File: src/rtl/countrate_pkg.sv
// Shared types and helpers for the countrate acquisition sequencer.
package countrate_pkg;

  localparam int unsigned DEF_WINDOW_WIDTH    = 64;
  localparam int unsigned DEF_NUM_OF_CHANNELS = 4;
  localparam int unsigned DEF_COUNTER_WIDTH   = 32;
  localparam int unsigned DEF_NWIN_WIDTH      = 16;
  localparam int unsigned DEF_CH_IDX_W        =
    (DEF_NUM_OF_CHANNELS > 1) ? $clog2(DEF_NUM_OF_CHANNELS) : 1;

  typedef enum logic [2:0] {
    ST_IDLE,
    ST_ARM,
    ST_START,
    ST_RUN,
    ST_FLUSH
  } state_t;

  // Channel idx out of the flattened count vector (channel 0 in the LSBs).
  function automatic logic [DEF_COUNTER_WIDTH-1:0] channel_count(
    input logic [DEF_NUM_OF_CHANNELS*DEF_COUNTER_WIDTH-1:0] data,
    input logic [DEF_CH_IDX_W-1:0]                          idx
  );
    logic [DEF_COUNTER_WIDTH-1:0] res;
    res = '0;
    for (int unsigned i = 0; i < DEF_NUM_OF_CHANNELS; i++) begin
      if (idx == DEF_CH_IDX_W'(i)) res = data[i*DEF_COUNTER_WIDTH +: DEF_COUNTER_WIDTH];
    end
    return res;
  endfunction

endpackage

File: src/rtl/countrate_ctrl_snapshot_ser.sv
// Single-entry snapshot buffer that streams one window's channel counts
// out as valid/ready words, channel 0 first.
module countrate_snapshot_ser
  import countrate_pkg::*;
#(
  parameter int unsigned NUM_OF_CHANNELS = DEF_NUM_OF_CHANNELS,
  parameter int unsigned COUNTER_WIDTH   = DEF_COUNTER_WIDTH,
  parameter int unsigned NWIN_WIDTH      = DEF_NWIN_WIDTH,
  parameter int unsigned CH_IDX_W        = (NUM_OF_CHANNELS > 1) ? $clog2(NUM_OF_CHANNELS) : 1
) (
  input  logic                                     clk,
  input  logic                                     rst_n,
  input  logic                                     capture,
  input  logic [NUM_OF_CHANNELS*COUNTER_WIDTH-1:0] cap_data,
  input  logic [NWIN_WIDTH-1:0]                    cap_idx,
  input  logic                                     m_ready,
  output logic                                     m_valid,
  output logic [COUNTER_WIDTH-1:0]                 m_data,
  output logic [CH_IDX_W-1:0]                      m_channel,
  output logic [NWIN_WIDTH-1:0]                    m_window_idx,
  output logic                                     m_last,
  output logic                                     free_c
);

  localparam int unsigned DATA_W = NUM_OF_CHANNELS * COUNTER_WIDTH;
  localparam logic [CH_IDX_W-1:0] LAST_CH = CH_IDX_W'(NUM_OF_CHANNELS - 1);

  logic [DATA_W-1:0]   snap;
  logic [CH_IDX_W-1:0] ch_nxt;
  logic                hs;

  assign hs     = m_valid && m_ready;
  assign ch_nxt = m_channel + 1'b1;
  // The buffer is reusable in the same cycle its last word is accepted.
  assign free_c = !m_valid || (hs && m_last);

  always_ff @(posedge clk or negedge rst_n) begin
    if (!rst_n) begin
      snap         <= '0;
      m_valid      <= 1'b0;
      m_data       <= '0;
      m_channel    <= '0;
      m_window_idx <= '0;
      m_last       <= 1'b0;
    end else if (capture) begin
      snap         <= cap_data;
      m_valid      <= 1'b1;
      m_data       <= channel_count(cap_data, '0);
      m_channel    <= '0;
      m_window_idx <= cap_idx;
      m_last       <= (LAST_CH == '0);
    end else if (hs) begin
      if (m_last) begin
        m_valid <= 1'b0;
        m_last  <= 1'b0;
      end else begin
        m_channel <= ch_nxt;
        m_data    <= channel_count(snap, ch_nxt);
        m_last    <= (ch_nxt == LAST_CH);
      end
    end
  end

endmodule

File: src/rtl/countrate_ctrl.sv
// Acquisition sequencer for countrate: latches window config, pulses
// reset/start to the counter, counts windows and serialises their counts.
module countrate_ctrl
  import countrate_pkg::*;
#(
  parameter int unsigned WINDOW_WIDTH    = DEF_WINDOW_WIDTH,
  parameter int unsigned NUM_OF_CHANNELS = DEF_NUM_OF_CHANNELS,
  parameter int unsigned COUNTER_WIDTH   = DEF_COUNTER_WIDTH,
  parameter int unsigned NWIN_WIDTH      = DEF_NWIN_WIDTH,
  parameter int unsigned CH_IDX_W        = (NUM_OF_CHANNELS > 1) ? $clog2(NUM_OF_CHANNELS) : 1
) (
  input  logic                                     clk,
  input  logic                                     rst_n,
  input  logic [WINDOW_WIDTH-1:0]                  cfg_window_size,
  input  logic [NWIN_WIDTH-1:0]                    cfg_num_windows,
  input  logic                                     cmd_start,
  input  logic                                     cmd_stop,
  output logic [WINDOW_WIDTH-1:0]                  window_size,
  output logic                                     start_counting,
  output logic                                     reset_counting,
  input  logic                                     count_valid,
  input  logic [NUM_OF_CHANNELS*COUNTER_WIDTH-1:0] count_data,
  output logic                                     m_valid,
  input  logic                                     m_ready,
  output logic [COUNTER_WIDTH-1:0]                 m_data,
  output logic [CH_IDX_W-1:0]                      m_channel,
  output logic [NWIN_WIDTH-1:0]                    m_window_idx,
  output logic                                     m_last,
  output logic                                     busy,
  output logic                                     overrun,
  output logic                                     cfg_err
);

  state_t                  state, state_nxt;
  logic [WINDOW_WIDTH-1:0] window_size_nxt;
  logic [NWIN_WIDTH-1:0]   num_windows, num_windows_nxt;
  logic [NWIN_WIDTH-1:0]   win_cnt, win_cnt_nxt;
  logic                    overrun_nxt, cfg_err_nxt;
  logic                    reset_counting_nxt, start_counting_nxt, busy_nxt;
  logic                    capture_c, free_c;

  // Next-state, config latch, window counting and sticky flags.
  always_comb begin
    state_nxt       = state;
    window_size_nxt = window_size;
    num_windows_nxt = num_windows;
    win_cnt_nxt     = win_cnt;
    overrun_nxt     = overrun;
    cfg_err_nxt     = cfg_err;
    capture_c       = 1'b0;

    case (state)
      ST_IDLE: begin
        if (cmd_start) begin
          if (cfg_window_size != '0) begin
            state_nxt       = ST_ARM;
            window_size_nxt = cfg_window_size;
            num_windows_nxt = cfg_num_windows;
            win_cnt_nxt     = '0;
            overrun_nxt     = 1'b0;
            cfg_err_nxt     = 1'b0;
          end else begin
            cfg_err_nxt = 1'b1;
          end
        end
      end
      ST_ARM:   state_nxt = ST_START;
      ST_START: state_nxt = ST_RUN;
      ST_RUN: begin
        // A window arriving with stop is still captured and counted.
        if (count_valid) begin
          win_cnt_nxt = win_cnt + 1'b1;
          if (free_c) capture_c   = 1'b1;
          else        overrun_nxt = 1'b1;
        end
        if (cmd_stop ||
            (count_valid && (num_windows != '0) && (win_cnt_nxt == num_windows)))
          state_nxt = ST_FLUSH;
      end
      ST_FLUSH: begin
        if (free_c) state_nxt = ST_IDLE;
      end
      default: state_nxt = ST_IDLE;
    endcase

    reset_counting_nxt = (state_nxt == ST_ARM) ||
                         ((state == ST_RUN) && (state_nxt == ST_FLUSH));
    start_counting_nxt = (state_nxt == ST_START);
    busy_nxt           = (state_nxt != ST_IDLE);
  end

  always_ff @(posedge clk or negedge rst_n) begin
    if (!rst_n) begin
      state          <= ST_IDLE;
      window_size    <= '0;
      num_windows    <= '0;
      win_cnt        <= '0;
      overrun        <= 1'b0;
      cfg_err        <= 1'b0;
      reset_counting <= 1'b0;
      start_counting <= 1'b0;
      busy           <= 1'b0;
    end else begin
      state          <= state_nxt;
      window_size    <= window_size_nxt;
      num_windows    <= num_windows_nxt;
      win_cnt        <= win_cnt_nxt;
      overrun        <= overrun_nxt;
      cfg_err        <= cfg_err_nxt;
      reset_counting <= reset_counting_nxt;
      start_counting <= start_counting_nxt;
      busy           <= busy_nxt;
    end
  end

  countrate_snapshot_ser #(
    .NUM_OF_CHANNELS (NUM_OF_CHANNELS),
    .COUNTER_WIDTH   (COUNTER_WIDTH),
    .NWIN_WIDTH      (NWIN_WIDTH),
    .CH_IDX_W        (CH_IDX_W)
  ) u_ser (
    .clk          (clk),
    .rst_n        (rst_n),
    .capture      (capture_c),
    .cap_data     (count_data),
    .cap_idx      (win_cnt),
    .m_ready      (m_ready),
    .m_valid      (m_valid),
    .m_data       (m_data),
    .m_channel    (m_channel),
    .m_window_idx (m_window_idx),
    .m_last       (m_last),
    .free_c       (free_c)
  );

endmodule

File: config.mk
export PLATFORM = sky130hd
export DESIGN_NAME = countrate_ctrl
export DESIGN_NICKNAME = d
export VERILOG_FILES = /design/src/rtl/countrate_pkg.sv /design/src/rtl/countrate_ctrl_snapshot_ser.sv /design/src/rtl/countrate_ctrl.sv
export SDC_FILE = /design/constraint.sdc
export NUM_CORES = 1
export LEC_CHECK = 0
export CORE_UTILIZATION = 46
export CTS_BUF_LIST = sky130_fd_sc_hd__clkbuf_8
export DETAILED_ROUTE_END_ITERATION = 10
export PLACE_DENSITY = 0.76
export SYNTH_ARGS = -nofsm -noshare
export SYNTH_HDL_FRONTEND = slang
export SYNTH_SLANG_ARGS = --single-unit
export TNS_END_PERCENT = 5
File: constraint.sdc
create_clock -name clk -period 3 [get_ports clk]
set_input_delay 0.6 -clock clk [delete_from_list [all_inputs] [get_ports clk]]
set_output_delay 0.6 -clock clk [all_outputs]
set_load 0.02 [all_outputs]
# == After elaboration in Yosys (flattened, before gate mapping) ==
# Cells that the tools add are included.
# word_totals
ff_bits,284
in_bits,214
# classes
addsub,2
n_eq_ne,16
mux,35
reduce_logical,23
# op_table
op,count
two-way mux 32 bit,7
two-way mux 16 bit,4
nonzero test 64 bit,1
one-hot mux 16 bit (2 select lines),1
"adder 16 x 1 -> 16 bit, second input constant",1
equality test 16 bit,1
nonzero test 16 bit,1
one-hot mux 3 bit (5 select lines),1
two-way mux 1 bit,14
two-way mux 3 bit,4
"!= test 2 bit, second input constant",5
"equality test 3 x 2 -> 1 bit, second input constant",3
"equality test 3 x 1 -> 1 bit, second input constant",2
"equality test 3 bit, second input constant",2
two-way mux 2 bit,3
AND reduction 2 bit,3
AND reduction 3 bit,2
nonzero test 2 bit,3
logical AND 1 bit,5
AND reduction 5 bit,1
"equality test 2 bit, second input constant",2
zero test 3 bit,1
logical OR 1 bit,3
nonzero test 3 bit,1
5 further kinds,5

# == Longest topological paths before layout ==
# depth
ltp_word,11
depth_mapped,11

# == Cells and area by module ==
# A second synthesis with hierarchy kept.
# hier_totals
hier_cells,977
hier_area_um2,12739.7
# modules_own_cells
module,instances,cells_each,area_per_inst_um2,seq_area_each_um2
countrate_snapshot_ser,1,588,7815.0,4504.3
countrate_ctrl,1,389,4924.7,2602.5

# == Least setup slack after synthesis ==
# OpenSTA, ideal clock, no wires.
# synth_path
kind,input port to flip-flop
start,input port cfg_window_size[0]
end,register num_windows[15]
setup_ns,0.125
arrival_ns,2.352
t_required_ns,2.875
setup_slack_ns,0.522
path_stages,8
path_buffers,3
cell_sequence,nor4_1 nand4_1 or4_1 and4_1 buf_6 buf_6 buf_6 mux2_4
# synth_via
elab_chain_cells,2
# synth_rtl
element,line_no,source
start: declaration,countrate_ctrl.sv:14,"input logic [WINDOW_WIDTH-1:0] cfg_window_size,"
nonzero test 64 bit,countrate_ctrl.sv:55,if (cfg_window_size != '0) begin
AND reduction 3 bit (no source line),-,
end signal: assignment,countrate_ctrl.sv:106,num_windows <= num_windows_nxt;
end: declaration,countrate_ctrl.sv:36,"logic [NWIN_WIDTH-1:0] num_windows, num_windows_nxt;"
# Every way passes these cells.
# A chain may end at the register's enable or synchronous reset.

# == Final worst setup path ==
# layout_path
start,register win_cnt[4]
end,register state[1]
# layout_via
elab_chain_cells,8
# layout_rtl
element,line_no,source
start: declaration,countrate_ctrl.sv:37,"logic [NWIN_WIDTH-1:0] win_cnt, win_cnt_nxt;"
start signal: assignment,countrate_ctrl.sv:107,win_cnt <= win_cnt_nxt;
adder 16 x 1 -> 16 bit,countrate_ctrl.sv:72,win_cnt_nxt = win_cnt + 1'b1;
two-way mux 16 bit (*),countrate_ctrl.sv:71,if (count_valid) begin
two-way mux 16 bit (*),countrate_ctrl.sv:52,case (state)
equality test 16 bit (*),countrate_ctrl.sv:77,(count_valid && (num_windows != '0) && (win_cnt_nxt == num_windows)))
logical AND 1 bit (*),countrate_ctrl.sv:77,
logical OR 1 bit (*),countrate_ctrl.sv:76,if (cmd_stop ||
two-way mux 3 bit (*),countrate_ctrl.sv:76,
one-hot mux 3 bit (5 select lines) (*),countrate_ctrl.sv:52,
via state_nxt[1],countrate_ctrl.sv:34,"state_t state, state_nxt;"
end signal: assignment,countrate_ctrl.sv:104,state <= state_nxt;
end: declaration,countrate_ctrl.sv:34,
# Mark *: on every way through the listed nets, which the timed path passes. The rest lies on a longest branch. The select of a mux whose other input is x is not followed.

==> flow_summary.ini <==
[timing]
maxSlewHeadroom = 0.416
clock_skew_ps = 32.5
period_minus_slack_ps = 2690
setup_ws_ps = 309
setup-tns-final_ps = 0
setup_viol = 0
finalMaxSlewViolations = 0
finalCritPeriodShare = 0.897
grt_setup_unrepaired = no
fmaxAchievable_mhz = 372
timing_hold_violations_final = 0
tightest_slew_ps = 874

[grt]
antenna_found_initial = 1
grt_pass1_wl_um = 59100
first_global_vias = 10964
grt_overflow = 0
grt_max_degree = 109
grt_usage = 0.267

[placement]
io_buffers = 334
dp_slack_ps = -246
hpwl_um = 25900
place.gp.congestion = 0.918
dpl_cell_area_mm2 = 0.0165

[clock_network]
htreeDepth = 2
cts_buffers = 47
cts_tree = done
cts_resized = 0
ctsHoldBuffers = 0
cts-root-buf = clkbuf_8
clock-sinks = 284
clk_pin_slew_worst_paths_ps = 70
cts_setup_buffers = 0
insertion_delay_ps = 560
clockBufferDepth = 3

[job]
drv_cap = 0

[hold_path]
hold_class = input pin to async pin

[synthesis]
async_reset_ff_frac = 1.00
synthTopCellsByArea = dfrtp_1, nand2_1, mux2_2
syn_area_mm2 = 0.0126
synthXorXnorAreaFrac = 0.0174
synth_simple_gate_area_frac = 0.197
ys_seq_area_frac = 0.566
yosysMostFrequentCell = nand2_1
synth_ff_type = dfrtp_1
yosys-top-cells-count = nand2_1, dfrtp_1, o21ai_0
synth_mux_area_frac = 0.0793
syn_nets = 1534
syn_inst = 1315
yosysTopAreaCellShare = 0.566
ys_ff_latch = 284
avgSynthCellArea_um2 = 9.55
synth_compound_area_frac = 0.103
yosysWarnings = 0
synth-edff-count = 0
synth.distinct_cells = 47
synthAdderAreaFrac = 0.00498
synth_top_cell_by_area = dfrtp_1
synth_top_family_by_area = simple AND/OR/NAND/NOR gates

[critical_path]
required_ps = 3430
path_class = register to register
end_kind = register
cp_slowest_cell = dfrtp_1
cp_max_fo = 10
worstPathArrival_ps = 3120
cp_cell_sequence = nand4_1 -> nor4_1 -> buf_4 -> xnor2_1 -> nand4_1 -> o41ai_2 -> buf_4 -> a31oi_1
cp-start-kind = register
slowest_delay_ps = 530

[floorplan]
initial_core_util = 0.468
die_area_mm2 = 0.0280
die_x_um = 167
rows = 60
die_y_um = 167
io_pins = 335
core-area_mm2 = 0.0269

[drt]
num_vias = 10893
drtPass1Iterations = 5
route.detailed.drc = 0
vias_per_cell = 5.37
wl_um = 37100
final_antenna_net_count = 0
drt_iter0_markers = 962
wl_per_cell_um = 18.3

[power_and_ir_drop]
vdd_ir_drop_max_uv = 632
leakage_nw = 8.00
powerDensity_mw_per_mm2 = 1010
total_power_mw = 17.8

[final_layout]
fill_cells = 2088
multiInputGateArea_mm2 = 0.00508
drive_above_1_share = 0.124
syn_to_final_growth_pct = 39.9
fin_area_mm2 = 0.0176
final_nets = 1872
seqCellArea_mm2 = 0.00711
utilization = 0.654

[status]
status = completed
-- critical path, delay by kind of cell, from the launching register on --
kind            cells  cell delay (ps)
simple gates        3             1050
flops               1              530
compound gates      2              460
buf+inv             2              390
xor+xnor            1              130
-- area by class of cell --
type,count,area share
diodes,1,0.000142
clock inverters,20,0.00925
multi-input cells,937,0.289
flip-flops and latches,284,0.404
inverters,6,0.00128
clock buffers,64,0.0501
well taps,341,0.0243
repair buffers,377,0.222
-- where the power goes --
group,internal [mW],total (mW),switching [mW]
Combinational,3.51,7.46,3.95
Sequential,5.51,6.60,1.09
Clock,2.15,3.72,1.57
Total,11.2,17.8,6.61
-- kinds of logic after synthesis --
| group | count (synthesis) |
|---|---|
| multiplexers | 81 |
| flip-flops | 284 |
| AND/OR/NAND/NOR | 609 |
| XOR/XNOR | 25 |
| AO/OA/AOI/OAI | 217 |
| buffers and inverters | 94 |
| adder cells (fa/ha/maj) | 5 |
-- layout by cell type (no fill, tap or decap), types with 10 or more instances in the layout --
cell type,instances
buf_4,25
a21oi_1,44
buf_12,18
xor2_1,10
o21ai_0,90
mux2_2,56
dfrtp_1,284
nand4_1,16
nor2_1,56
xnor2_1,15
inv_1,16
clkdlybuf4s50_1,333
nor4_1,23
nand2_1,481
a22oi_1,31
o211ai_1,33
mux2_4,23
clkbuf_8,64
-- through the flow --
stage | std cells | hold slack (ps)
after CTS | 2029 | 49.8
after detailed placement | 1945 | 462
final | 2030 | 15.2
after global placement | 1945 | 457
after floorplan | 1315 | 304
after global routing | 2029 | 50.8
-- flip-flops by register name, indices dropped and copies added, names as in the netlist, 2 cells and up --
| register | cells |
|---|---|
| u_ser.m_data | 32 |
| state | 3 |
| win_cnt | 16 |
| u_ser.snap | 128 |
| window_size | 64 |
| u_ser.m_window_idx | 16 |
| u_ser.m_channel | 2 |
| num_windows | 16 |
-- per-layer routing --
metal,part of all wire,track usage
met2,0.48,0.445
met3,0.086,0.0737
met4,0.024,0.0798
met5,0,0
met1,0.41,0.341
-- worst paths after layout --
| kind | startpoint | endpoint | slack (ps) | depth (start not counted) |
|---|---|---|---|---|
| max | win_cnt[4]$_DFFE_PN0P_ | state[1]$_DFF_PN0_ | 310 | 8 |
| min | rst_n | u_ser.m_data[9]$_DFFE_PN0P_ | 20 | 1 |
| max reg2reg | win_cnt[4]$_DFFE_PN0P_ | state[1]$_DFF_PN0_ | 310 | 8 |
| min reg2reg | u_ser.snap[105]$_DFFE_PN0P_ | u_ser.snap[105]$_DFFE_PN0P_ | 470 | 2 |
| max in group asynchronous | rst_n | u_ser.m_data[7]$_DFFE_PN0P_ | 2080 | 3 |
| min in group clk | u_ser.snap[105]$_DFFE_PN0P_ | u_ser.snap[105]$_DFFE_PN0P_ | 470 | 2 |
(Power assumes the default switching activity.)
